[src/rtl/mem_access_ctrl.sv]
// Single-port memory access controller: accepts one read or write request at a time and
// sequences it onto a combinational-read memory. Optional post-reset clear: LSU_CLEAR_SEQ_EN.
module mem_access_ctrl #(
    parameter int AD = 5,
    parameter int C  = 32
) (
    input  logic          clk,
    input  logic          rst,
    input  logic          req_valid,
    output logic          req_ready,
    input  logic          req_wr,
    input  logic [AD-1:0] req_addr,
    input  logic [C-1:0]  req_wdata,
    output logic          rsp_valid,
    input  logic          rsp_ready,
    output logic [C-1:0]  rsp_rdata,
    output logic [C-1:0]  mem_din,
    output logic [AD-1:0] mem_addr,
    output logic          mem_wr_rd,
    output logic          mem_en,
    input  logic [C-1:0]  mem_dout
);

    typedef enum logic [2:0] {
`ifdef LSU_CLEAR_SEQ_EN
        ST_CLEAR,
`endif
        ST_IDLE,
        ST_WRITE,
        ST_READ,
        ST_RESP
    } state_t;

`ifdef LSU_CLEAR_SEQ_EN
    localparam state_t RST_STATE = ST_CLEAR;
`else
    localparam state_t RST_STATE = ST_IDLE;
`endif

    state_t        r_state;
    state_t        w_next_state;
    logic          w_accept;
    logic          r_wr;
    logic [AD-1:0] r_addr;
    logic [C-1:0]  r_wdata;
    logic [C-1:0]  r_rdata;

    assign w_accept  = req_valid && req_ready;
    assign rsp_rdata = r_rdata;

    // NOTE: sequential state uses non-blocking assignments so every register samples pre-edge values.
    always_ff @(posedge clk) begin
        if (rst) begin
            r_state <= RST_STATE;
            r_wr    <= 1'b0;
            r_addr  <= '0;
            r_wdata <= '0;
            r_rdata <= '0;
        end else begin
            r_state <= w_next_state;
            if (w_accept) begin
                r_wr    <= req_wr;
                r_addr  <= req_addr;
                r_wdata <= req_wdata;
            end
            // Read data is captured once, at the edge closing the READ cycle, and then held.
            if (r_state == ST_READ) begin
                r_rdata <= mem_dout;
            end
        end
    end

`ifdef LSU_CLEAR_SEQ_EN
    logic [AD-1:0] r_clr_cnt;

    always_ff @(posedge clk) begin
        if (rst) begin
            r_clr_cnt <= '0;
        end else if (r_state == ST_CLEAR) begin
            r_clr_cnt <= r_clr_cnt + AD'(1);
        end
    end
`endif

    // NOTE: every output of this block gets a default first, so no path can infer a latch.
    always_comb begin
        w_next_state = r_state;
        req_ready    = 1'b0;
        rsp_valid    = 1'b0;
        mem_en       = 1'b0;
        mem_wr_rd    = 1'b0;
        mem_addr     = '0;
        mem_din      = '0;
        // Outputs stay quiet while reset is held so no stale access reaches the memory.
        if (!rst) begin
            case (r_state)
`ifdef LSU_CLEAR_SEQ_EN
                ST_CLEAR: begin
                    mem_en    = 1'b1;
                    mem_wr_rd = 1'b1;
                    mem_addr  = r_clr_cnt;
                    if (r_clr_cnt == '1) begin
                        w_next_state = ST_IDLE;
                    end
                end
`endif
                ST_IDLE: begin
                    req_ready = 1'b1;
                    if (req_valid) begin
                        w_next_state = req_wr ? ST_WRITE : ST_READ;
                    end
                end
                ST_WRITE: begin
                    mem_en       = 1'b1;
                    mem_wr_rd    = r_wr;
                    mem_addr     = r_addr;
                    mem_din      = r_wdata;
                    w_next_state = ST_IDLE;
                end
                ST_READ: begin
                    mem_en       = 1'b1;
                    mem_wr_rd    = r_wr;
                    mem_addr     = r_addr;
                    w_next_state = ST_RESP;
                end
                ST_RESP: begin
                    rsp_valid = 1'b1;
                    if (rsp_ready) begin
                        w_next_state = ST_IDLE;
                    end
                end
                default: w_next_state = ST_IDLE;
            endcase
        end
    end

endmodule

[config.mk]
export PLATFORM = sky130hd
export DESIGN_NAME = mem_access_ctrl
export DESIGN_NICKNAME = d
export VERILOG_FILES = /design/src/rtl/mem_access_ctrl.sv
export SDC_FILE = /design/constraint.sdc
export NUM_CORES = 1
export LEC_CHECK = 0
export CAP_MARGIN = 25
export CORE_UTILIZATION = 25
export DETAILED_ROUTE_END_ITERATION = 8
export PLACE_DENSITY_LB_ADDON = 0.1
export SYNTH_ARGS = -nofsm -noshare
export SYNTH_HDL_FRONTEND = slang
export SYNTH_SLANG_ARGS = --single-unit
[constraint.sdc]
create_clock -name clk -period 2.5 [get_ports clk]
set_clock_uncertainty 0.1 [all_clocks]
set_input_delay 0.375 -clock clk [delete_from_list [all_inputs] [get_ports clk]]
set_output_delay 0.375 -clock clk [all_outputs]
set_load 0.05 [all_outputs]
# Word level (Yosys, flattened, before mapping)

Cells that the tools add are included.

Output and inout bits: 73
Memories kept: 0
Latch bits: 0
Memory bits (writable): 0
Bits of input ports: 74
Memory bits (read-only): 0
Bits in registers: 73

$lt $le $gt $ge: 0
Equality and inequality tests: 5
Muxes and demuxes: 16
$mul: 0
Reductions and logical operators: 4
Shift-type cells: 0
Add/subtract/negate cells: 0
Div/mod/pow operators: 0
Bitwise gates (word level): 0

Operators with widths:

| operator                                             | number |
|---|---|
| two-way mux 32 bit                                   | 2 |
| two-way mux 5 bit                                    | 2 |
| one-hot mux 3 bit (3 select lines)                   | 1 |
| two-way mux 1 bit                                    | 8 |
| equality test 3 x 2 -> 1 bit (second input constant) | 2 |
| two-way mux 3 bit                                    | 2 |
| != test 2 bit (second input constant)                | 2 |
| equality test 3 x 1 -> 1 bit (second input constant) | 1 |
| zero test 3 bit                                      | 1 |
| two-way mux 2 bit                                    | 1 |
| AND reduction 2 bit                                  | 1 |
| OR reduction 2 bit                                   | 1 |
| logical AND 1 bit                                    | 1 |

# Logic depth before layout (Yosys ltp)

Gate-level depths: netlist of the first run.

Word-level depth: 4
Gate-level depth with buffers: 7

# Worst setup path before layout of the first run

No wires, ideal clock.

Kind: register to output
Start point: register r_state[0]
End point: output mem_addr[0]
Data required time: 2.025 ns
Slack: -0.068 ns
Cell stages (with the launch flop): 5
Arrival time: 2.093 ns
Cells stage by stage: dfxtp_1 > inv_1 > ha_1 > nor2b_1 > and2_1

Word-level cells in the longest chain between the ends: 4

Ends and longest elaborated chain:

| item                                                                         | RTL line | RTL |
|---|---|---|
| start: declaration                                                           | 40       | `state_t r_state;` |
| start signal: assignment                                                     | 60       | `r_state <= w_next_state;` |
| equality test 3 x 2 -> 1 bit or equality test 3 x 1 -> 1 bit (tied branches) | 96       | `case (r_state)` |
| OR reduction 2 bit (no source line) *                                        | --       |  |
| two-way mux 5 bit *                                                          | 96       |  |
| two-way mux 5 bit *                                                          | 95       | `if (!rst) begin` |
| end: declaration                                                             | 18       | `output logic [AD-1:0] mem_addr,` |

Mark *: on every way between the ends. The rest lies on a longest branch, timed or not.

# Worst setup path in the final report of the first run

Start point: register r_state[0]
End point: output mem_addr[1]

The elaborated chain is that of the path after synthesis.

==> metrics.log, run 1 <==
[metrics] post-synthesis net count: about 410
[metrics] count of buffers from port buffering: 146
[metrics] Setup crit end kind: primary output
[metrics] kind of start point of the critical path: register
[metrics] number of different library cells in the post-synthesis netlist: 20
[metrics] class of the worst hold path: reg2reg
[metrics] leakage power total: between 1.5 and 2 nW
[metrics] number of violations of the max-capacitance limit: 0
[metrics] largest fanout on the critical path: 7
[metrics] critical path's largest stage delay: a little under 0.4 ns
[metrics] minimum clock period: 2.336 ns
[metrics] Diodes inserted: 0
[metrics] total CTS buffers: 9
[metrics] setup repair after global routing missed its margin: no
[metrics] Final setup viols: 0
[metrics] dominant cell by count in the synthesized netlist: sky130_fd_sc_hd__dfxtp_1
[metrics] Seq pwr share: a little under 40%
[metrics] power share of the clock group: 39.2%
[metrics] Final Routed Wirelength: roughly 8000 µm
[metrics] Routed Antenna Nets: 0
[metrics] Remaining Overflow, GRT: 0
[metrics] Worst Hold Depth: 2
[metrics] kind of critical path: reg2out
[metrics] via count: between 2000 and 3000
[metrics] clock tree from TritonCTS: built
[metrics] Placer Congestion: roughly 0.65
[metrics] Max Fclk: 428.1 MHz
[metrics] global-route wire length before repair: 13010 µm
[metrics] final-layout setup total negative slack: 0 ns
[metrics] slew at the pin closest to its max-slew limit: 0.5772 ns
[metrics] Register-to-Register Path Depth: 5
[metrics] core region area: 11560 µm²
[metrics] WHS: approximately 0.36 ns
[metrics] number of global-route vias before repair: 2556
[metrics] total global routing track utilization: a little over an eighth
[metrics] Initial Utilization: about a quarter
[metrics] initial antenna violation count: 0
[metrics] x dimension of the die: approximately 110 µm
[metrics] 1st-iter DRT viols: 112
[metrics] data arrival time at the worst-slack endpoint: 1.86 ns
[metrics] number of pins with negative max-slew slack in the final report: 0
[metrics] Yosys Warn Count: 0
[metrics] number of primary I/O pins: 147
[metrics] syn avg cell area: between 9 and 10 µm²
[metrics] post-route DRC violation count: 8
[metrics] sum of net half-perimeters after detailed placement: about 5600 µm
[metrics] fill cell count: between 1000 and 1500
[metrics] number of synthesized register bits: 72
[metrics] Async SR Flop Fraction: 0%
[metrics] via count normalized by instance count: ~4.2
[metrics] Seq. cell area: 1441 µm²
[metrics] cell accounting for the most synthesized area: sky130_fd_sc_hd__dfxtp_1
[metrics] required time at the worst-slack endpoint: 2.03 ns
[metrics] routed len/inst: between 10 and 15 µm
[metrics] crit-path cells: inv_1 > ha_1 > nor2b_2 > and2_1 > buf_12
[metrics] cell area after technology mapping: 3017 µm²
[metrics] Worst-Skew Late Latency: roughly 0.32 ns
[metrics] switching component of the power: roughly 0.9 mW
[metrics] violations in the final reports: DRC
[metrics] number of levels the H-tree was split into: 3
[metrics] multi-input gate area in the final layout: 1435 µm²
[metrics] Synth Instances: roughly 330
[metrics] Internal Dissipation: around 2.4 mW
[metrics] number of hold violations in the final report: 0
[metrics] synth cell count leaders: sky130_fd_sc_hd__dfxtp_1, sky130_fd_sc_hd__nand2b_1, sky130_fd_sc_hd__and2_1, sky130_fd_sc_hd__nand2_1
[metrics] Sw Ratio: 27.76%
[metrics] sequential fraction of the synthesis area: 47.78%
[metrics] clock sink total: 72
[metrics] run status: finished with violations
[metrics] top cells by area in the synthesized netlist: sky130_fd_sc_hd__dfxtp_1, sky130_fd_sc_hd__mux2i_1, sky130_fd_sc_hd__nand2b_1
[metrics] first-pass iteration count of the detailed router: 6
[metrics] standard-cell rows: 39
[metrics] Clk pin slew, worst setup/hold paths: roughly 0.060 ns
[metrics] period utilisation layout: 93.43%
[metrics] area growth from synthesis to layout: 75.07%
[metrics] layout cell share with drive strength beyond 1: between 10% and 20%
[metrics] power density over the cells: about 630 nW/µm²
[metrics] Rel. slew slack: around three fifths
[metrics] EDFF count, synth: 0
[metrics] fraction of post-synthesis cell area in the top cell type by area: approximately 48%
[metrics] combinational cell fraction of total power: between 20% and 30%
[metrics] top flip-flop cell by instance count after synthesis: sky130_fd_sc_hd__dfxtp_1
[metrics] crit path max-delay cell type: sky130_fd_sc_hd__dfxtp_1
[metrics] master cell of the clock root buffer: sky130_fd_sc_hd__clkbuf_16
[metrics] number of buffers inserted for hold repair after clock tree synthesis: 0
[metrics] VDD IR-drop max: 0.3429 mV
[metrics] Bufs on Longest Clock Path: 2
[metrics] Die H: approximately 110 µm
[metrics] final layout net count: ~550
[metrics] area of the die: roughly 13000 µm²
[metrics] maximum number of pins on one net before global-route repair: 44
[critical path, delay by kind of cell, from the launching register on]
kind | cells | cell delay, ns
adders and majority gates | 1 | 0.28
and+or+nand+nor | 2 | 0.59
DFF | 1 | 0.39
buffers and inverters | 2 | 0.27
[metal layers]
layer,vias up,global-route usage [%],share of wire [%]
li1,1345,-,-
met1,1155,15.86,44
met2,77,21.99,48
met3,11,3.974,7.4
met4,0,4.595,1.3
met5,-,0,0
[flip-flops by register name, summed over array words and instances, names as in the netlist]
signal / flops
rsp_rdata: 32
r_addr: 5
r_state: 2
r_wr: 1
r_wdata: 32
[cell families (layout without fill, tap and decap cells)]
group | after synthesis | in the layout | synth area share (%)
AO/OA/AOI/OAI | 43 | 43 | 7.383
adder cells (fa/ha/maj) | 6 | 6 | 2.489
buffers and inverters | 26 | 171 | 5.101
flip-flops | 72 | 72 | 47.78
multiplexers | 33 | 33 | 10.99
AND/OR/NAND/NOR | 154 | 154 | 26.26
[power groups by stage]
| stage | Clock [mW] | Sequential [mW] | Combinational (mW) |
|---|---|---|---|
| floorplan | 0 | 1.44 | 0.316 |
| detailed placement | 0 | 1.33 | 0.734 |
| finish | 1.31 | 1.30 | 0.728 |
| CTS | 1.36 | 1.30 | 0.736 |
| global placement | 0 | 1.33 | 0.725 |
| global route | 1.41 | 1.32 | 0.783 |
[metrics by stage]
stage / cell area (µm²) / setup slack, ns / instances / total power, mW / util (%)
2_1_floorplan: 3019 / 0.2627 / 334 / 1.759 / -
3_3_place_gp: 4954 / 0.1128 / 605 / 2.052 / 42.83
3_5_place_dp: 4969 / 0.4218 / 606 / 2.063 / 42.96
4_1_cts: 5276 / 0.06780 / 622 / 3.404 / 45.62
5_1_grt: 5281 / 0.04091 / 622 / 3.513 / 45.67
6_report: 5281 / 0.1642 / 622 / 3.342 / 45.67
[final timing paths]
kind,from,end,slack [ns]
max,r_state[0]$_SDFFE_PP0P_,mem_addr[1],0.16
min,r_wdata[21]$_SDFFE_PP0P_,r_wdata[21]$_SDFFE_PP0P_,0.36
max reg2reg,r_state[0]$_SDFFE_PP0P_,r_wdata[12]$_SDFFE_PP0P_,0.75
min reg2reg,r_wdata[21]$_SDFFE_PP0P_,r_wdata[21]$_SDFFE_PP0P_,0.36
[area by class of cell]
type | count | area share (%)
multi-input combinational | 236 | 27.17
timing repair buffer | 152 | 36.11
inverter | 3 | 0.2132
clock inverter | 5 | 1.042
tap | 143 | 3.388
clock buffer | 11 | 4.786
sequential | 72 | 27.29
[placed cells by master (no fill, tap or decap), types with 2 or more instances in the layout]
cell type                         instances
sky130_fd_sc_hd__a21oi_1                  3
sky130_fd_sc_hd__nand2b_1                40
sky130_fd_sc_hd__clkdlybuf4s50_1        104
sky130_fd_sc_hd__nor2_1                  32
sky130_fd_sc_hd__clkbuf_16                9
sky130_fd_sc_hd__dfxtp_1                 72
sky130_fd_sc_hd__ha_1                     5
sky130_fd_sc_hd__clkinv_2                 2
sky130_fd_sc_hd__inv_1                    3
sky130_fd_sc_hd__mux2i_1                 32
sky130_fd_sc_hd__clkinvlp_4               2
sky130_fd_sc_hd__and2_1                  38
sky130_fd_sc_hd__o21ai_0                 29
sky130_fd_sc_hd__o21ai_1                  9
sky130_fd_sc_hd__buf_4                    6
sky130_fd_sc_hd__nor2b_1                  2
sky130_fd_sc_hd__o2bb2ai_1                2
sky130_fd_sc_hd__buf_12                  40
sky130_fd_sc_hd__clkbuf_8                 2
sky130_fd_sc_hd__nand2_1                 38
[what timing repair did]
action,4_1_cts,5_1_grt
setup endpoints to repair,0,22
gates resized for setup,0,1
buffers inserted,0,0
Note: power is estimated with default switching activity, not from simulation.
==> run 2: changes to the inputs <==
--- a/config.mk
+++ b/config.mk
@@ -9,6 +9,7 @@
 export CORE_UTILIZATION = 25
 export DETAILED_ROUTE_END_ITERATION = 8
 export PLACE_DENSITY_LB_ADDON = 0.1
+export SKIP_LAST_GASP = 1
 export SYNTH_ARGS = -nofsm -noshare
 export SYNTH_HDL_FRONTEND = slang
 export SYNTH_SLANG_ARGS = --single-unit
==> results of run 2 <==
Final layout, timing and power as in run 1 (identical DEF).
==> RTL change 1: new RTL, flow settings as in run 2 <==
Set the parameter `AD` to 10 (it was 5).
--- a/src/rtl/mem_access_ctrl.sv
+++ b/src/rtl/mem_access_ctrl.sv
@@ -1,7 +1,7 @@
 // Single-port memory access controller: accepts one read or write request at a time and
 // sequences it onto a combinational-read memory. Optional post-reset clear: LSU_CLEAR_SEQ_EN.
 module mem_access_ctrl #(
-    parameter int AD = 5,
+    parameter int AD = 10,
     parameter int C  = 32
 ) (
     input  logic          clk,
Interface: changed (resized mem_addr and req_addr); port bits go from 147 to 157. The function was not compared with the original's and may differ.
==> RTL change 1 against run 2 <==
- sequential cell count grew 5
- synthesized area grew 9.9%
- setup slack gained 0.085 ns
- design area grew 8.1%
- critical path type unchanged
- count of clock-buffer cells in the layout grew 3
- wire length grew 7.6%
- largest power group is now sequential cells
- total power grew 4.6%
==> RTL change 1: results (changes against run 2) <==
Metal-1 WL: 3.58 mm (+2.0%)
Vias in the first global route: 2791 (+9.2%)
NetSw: 957 uW (+3.2%)
Worst Path Max Fanout: 12 (+5)
Synth cell count leaders: dfxtp_1 (77), nand2b_1 (45), and2_1 (43), nand2_1 (43)
PortBufs: 156 (+6.8%)
Leak: 2.14 nW (+8.2%)
Ant diodes: 0 (unchanged)
Post-Synthesis Net Count: 448 (+8.2%)
CTS H-tree depth: 3 (unchanged)
Hpwl dp: 6.25 mm (+11%)
Post-synth cell types: 25 (+25%)
Placed insts: 671 (+11%)
First-pass GRT wire length: 13.6 mm (+4.7%)
Met2 wire len: 4.10 mm (+6.9%)
Worst Tran Pin Value: 0.564 ns (-0.0127 ns)
Syn. warnings: 0 (unchanged)
Placer Congestion: 0.681 (+5.5%)
Peak supply drop: 0.000508 V (+48%)
Drt first pass iters: 4 (-2)
Worst-path clk slew: 0.05 ns
Synth Instances: 363 (+8.7%)
Top post-synthesis cells by area: dfxtp_1 (47%), mux2i_1 (9.7%), nand2b_1 (8.5%), and2_1 (8.1%), nand2_1 (4.9%)
# nets final: 595 (+7.4%)
Highest routed layer: met4
Initial DRC count: 92 (-18%)
Antenna violations before repair: 0 (unchanged)
Share of layout cells above drive strength 1: 15.8% (+1.4 points)
GRT Util Overall: 13.3% (+0.19 points)
Status: finished, final reports clean
Via/cell ratio: 4.07 (-2.1%)
DP Area: 5410 um^2 (+8.9%)
Layout fillers: 1244 (+11%)
Wire length on met3: 862 um (+46%)
WL per Instance: 12.6 um (-2.5%)
Finished Layout Cells: 686 (+10%)
Largest net degree at the start of global routing: 47 (+6.8%)
Seq/Total Area, Yosys: 46.5% (-1.3 points)
-- RTL change 1: layout make-up --
class,instances,area share (%)
repair buffers,163,36.2
multi-input cells,256,27.7
flip-flops and latches,77,27.0
clock buffers,14,4.62
well taps,172,3.77
clock inverters,1,0.526
inverters,3,0.197
-- RTL change 1: cell families (layout without fill, tap and decap cells) --
group | Yosys count | in the layout | share of synthesized area [%]
AOI/OAI and AO/OA | 48 | 48 | 8.61
DFF | 77 | 77 | 46.5
muxes | 33 | 33 | 10.0
and+or+nand+nor | 169 | 169 | 26.3
adders and majority gates | 6 | 6 | 2.26
buffers and inverters | 30 | 181 | 6.27
-- RTL change 1: power groups by stage --
stage	Clock, mW	Combinational, mW	Sequential (mW)
2_1_floorplan	0	0.373	1.54
3_3_place_gp	0	0.796	1.42
3_5_place_dp	0	0.804	1.42
4_1_cts	1.36	0.808	1.40
5_1_grt	1.40	0.863	1.41
6_report	1.30	0.798	1.40
-- RTL change 1: worst register-to-register path, stage by stage, from the launching register on --
cell and delay [ns]:
dfxtp_1 0.33, inv_1 0.13, ha_1 0.22, and3b_2 0.44, buf_4 0.27, nand2_1 0.09
o21ai_2 0.05
-- RTL change 1: timing repair --
item,in CTS,in global routing
gates resized for setup,1,1
setup endpoints to repair,12,11
hold buffers,0,0
-- RTL change 1: metal layers --
metal | up-vias | GRT usage, %
met4 | 0 | 4.81
met2 | 98 | 21.3
met5 | - | 0
li1 | 1450 | -
met3 | 9 | 6.85
met1 | 1238 | 15.2
-- RTL change 1: stage by stage --
stage / power (mW) / worst slack (ns) / util [%] / hold slack, ns
2_1_floorplan: 1.91 / 0.0542 / - / 0.338
3_3_place_gp: 2.21 / 0.196 / 42.3 / 0.348
3_5_place_dp: 2.23 / 0.141 / 42.3 / 0.352
4_1_cts: 3.56 / 0.0363 / 44.7 / 0.362
5_1_grt: 3.68 / 0.117 / 44.7 / 0.382
6_report: 3.49 / 0.250 / 44.7 / 0.359
-- RTL change 1: worst paths after layout --
path	start	endpoint	slack, ns	depth (start not counted)
min reg2reg	r_wdata[8]	r_wdata[8]	0.36	2
max reg2reg	r_state[0]	r_wdata[23]	0.80	6
max	r_state[1]	mem_wr_rd	0.25	5
min	r_wdata[8]	r_wdata[8]	0.36	2
==> RTL change 2: new RTL, settings of run 2 <==
Without the edit above. Re-encode `state_t` (4 states) as one-hot, 4 bits wide.
--- a/src/rtl/mem_access_ctrl.sv
+++ b/src/rtl/mem_access_ctrl.sv
@@ -21,14 +21,14 @@
     input  logic [C-1:0]  mem_dout
 );
 
-    typedef enum logic [2:0] {
+    typedef enum logic [3:0] {
 `ifdef LSU_CLEAR_SEQ_EN
         ST_CLEAR,
 `endif
-        ST_IDLE,
-        ST_WRITE,
-        ST_READ,
-        ST_RESP
+        ST_IDLE  = 4'b0001,
+        ST_WRITE = 4'b0010,
+        ST_READ  = 4'b0100,
+        ST_RESP  = 4'b1000
     } state_t;
 
 `ifdef LSU_CLEAR_SEQ_EN
Formal check against the unedited RTL: no difference found for any inputs over 10 cycles, from zero or initial values and one cycle with rst high; not proved beyond that.
==> RTL change 2 against run 2 <==
- via count grew 21%
- sequential cell count is 2 higher
- global-route usage is 2.7 points higher
- non-clock buffer count rose by 8
- design area up 0.85%
- die area rose by 2.2%
- total power is 16% lower
- synthesized area grew 2.2%
- first-iteration DRC count increased by 32%
- core utilization shrank 1.3 points
- setup slack gained 0.035 ns
- wire length up 23%
- largest power group is now sequential cells
==> RTL change 2: results (changes against run 2) <==
Share of layout cells above drive strength 1: 15.3% (+0.85 points)
Peak supply drop: 0.000223 V (-35%)
Compound-Gate Fraction of Synth Area: 18.3% (+11 points)
Worst Path Max Fanout: 19 (+12)
Status: finished, final reports clean
CP peak stage delay: 0.37 ns (-0.02 ns)
Mux share of post-synthesis cell area: 0% (-11 points)
Via/cell ratio: 4.71 (+13%)
WP data arrival: 1.83 ns (-0.03 ns)
Largest net degree at the start of global routing: 41 (-6.8%)
Hpwl dp: 6.52 mm (+16%)
Pre-CTS setup slack: 0.422 ns (+0.000471 ns)
First-pass GRT wire length: 15.9 mm (+23%)
M3 GR Usage: 5.89% (+1.9 points)
Leak: 1.99 nW (+0.61%)
Layout fillers: 1212 (+8.0%)
Top post-synthesis cells by area: dfxtp_1 (48%), a21oi_1 (11%), nand2_1 (7.8%), and3_1 (6.7%), nand3_1 (6.2%)
Initial DRC count: 148 (+32%)
GRT Util Overall: 15.8% (+2.7 points)
M1 GR Usage: 19.7% (+3.9 points)
Drt first pass iters: 4 (-2)
Max-Slew Margin vs Limit: 54.0% (-7.5 points)
Seq/Total Area, Yosys: 48.1% (+0.27 points)
Vias in the first global route: 3062 (+20%)
Met2 GRT Util: 25.5% (+3.5 points)
Placer Congestion: 0.705 (+9.3%)
==> RTL change 2: worst max-delay path: cells and delay by family, from the launching register on <==
kind,cells,cell delay [ns]
simple gates,2,0.58
buf+inv,2,0.41
flops,1,0.37
xor+xnor,1,0.13
==> RTL change 2: where the power goes <==
part           internal, mW  leakage (nW)  switching (mW)
clock                 0.715         0.138           0.462
sequential             1.23         0.603          0.0254
combinational         0.181          1.25           0.200
total                  2.13          1.99           0.687
==> RTL change 2: kinds of logic after synthesis <==
group,count (synthesis)
buffers and inverters,43
AND/OR/NAND/NOR,156
XOR/XNOR,1
AO/OA/AOI/OAI,111
flip-flops,74
==> RTL change 2: path summary, 6_finish.rpt <==
path	slack (ns)	endpoint	depth (start not counted)	startpoint
max	0.20	mem_addr[4]	5	r_state[1]
min	0.35	rsp_rdata[14]	2	rsp_rdata[14]
max reg2reg	0.73	r_state[0]	4	r_state[3]
min reg2reg	0.35	rsp_rdata[14]	2	rsp_rdata[14]
==> RTL change 2: routing by layer <==
metal	vias to the layer above	wire, um
met5	-	0
met4	0	82
met3	7	823
met2	107	4510
met1	1428	4480
li1	1588	-
==> RTL change 2: layout make-up <==
cell class | instances | share of cell area (%)
timing repair buffer | 160 | 36.8
multi-input combinational | 268 | 26.8
inverter | 1 | 0.0705
sequential | 74 | 27.8
tap | 147 | 3.45
clock inverter | 3 | 0.282
clock buffer | 12 | 4.82
==> RTL change 2: stage by stage <==
step / area [um^2] / hold WS, ns / cells
floorplan: 3100 / 0.354 / 385
global placement: 5050 / 0.342 / 650
detailed placement: 5050 / 0.346 / 650
CTS: 5320 / 0.353 / 665
global route: 5330 / 0.368 / 665
finish: 5330 / 0.351 / 665
==> RTL change 2: repair_timing <==
| item | in CTS | in global routing |
|---|---|---|
| buffers inserted | 0 | 0 |
| endpoints found under the setup margin | 0 | 6 |
| hold buffers | 0 | 0 |
| gates resized for setup | 0 | 2 |
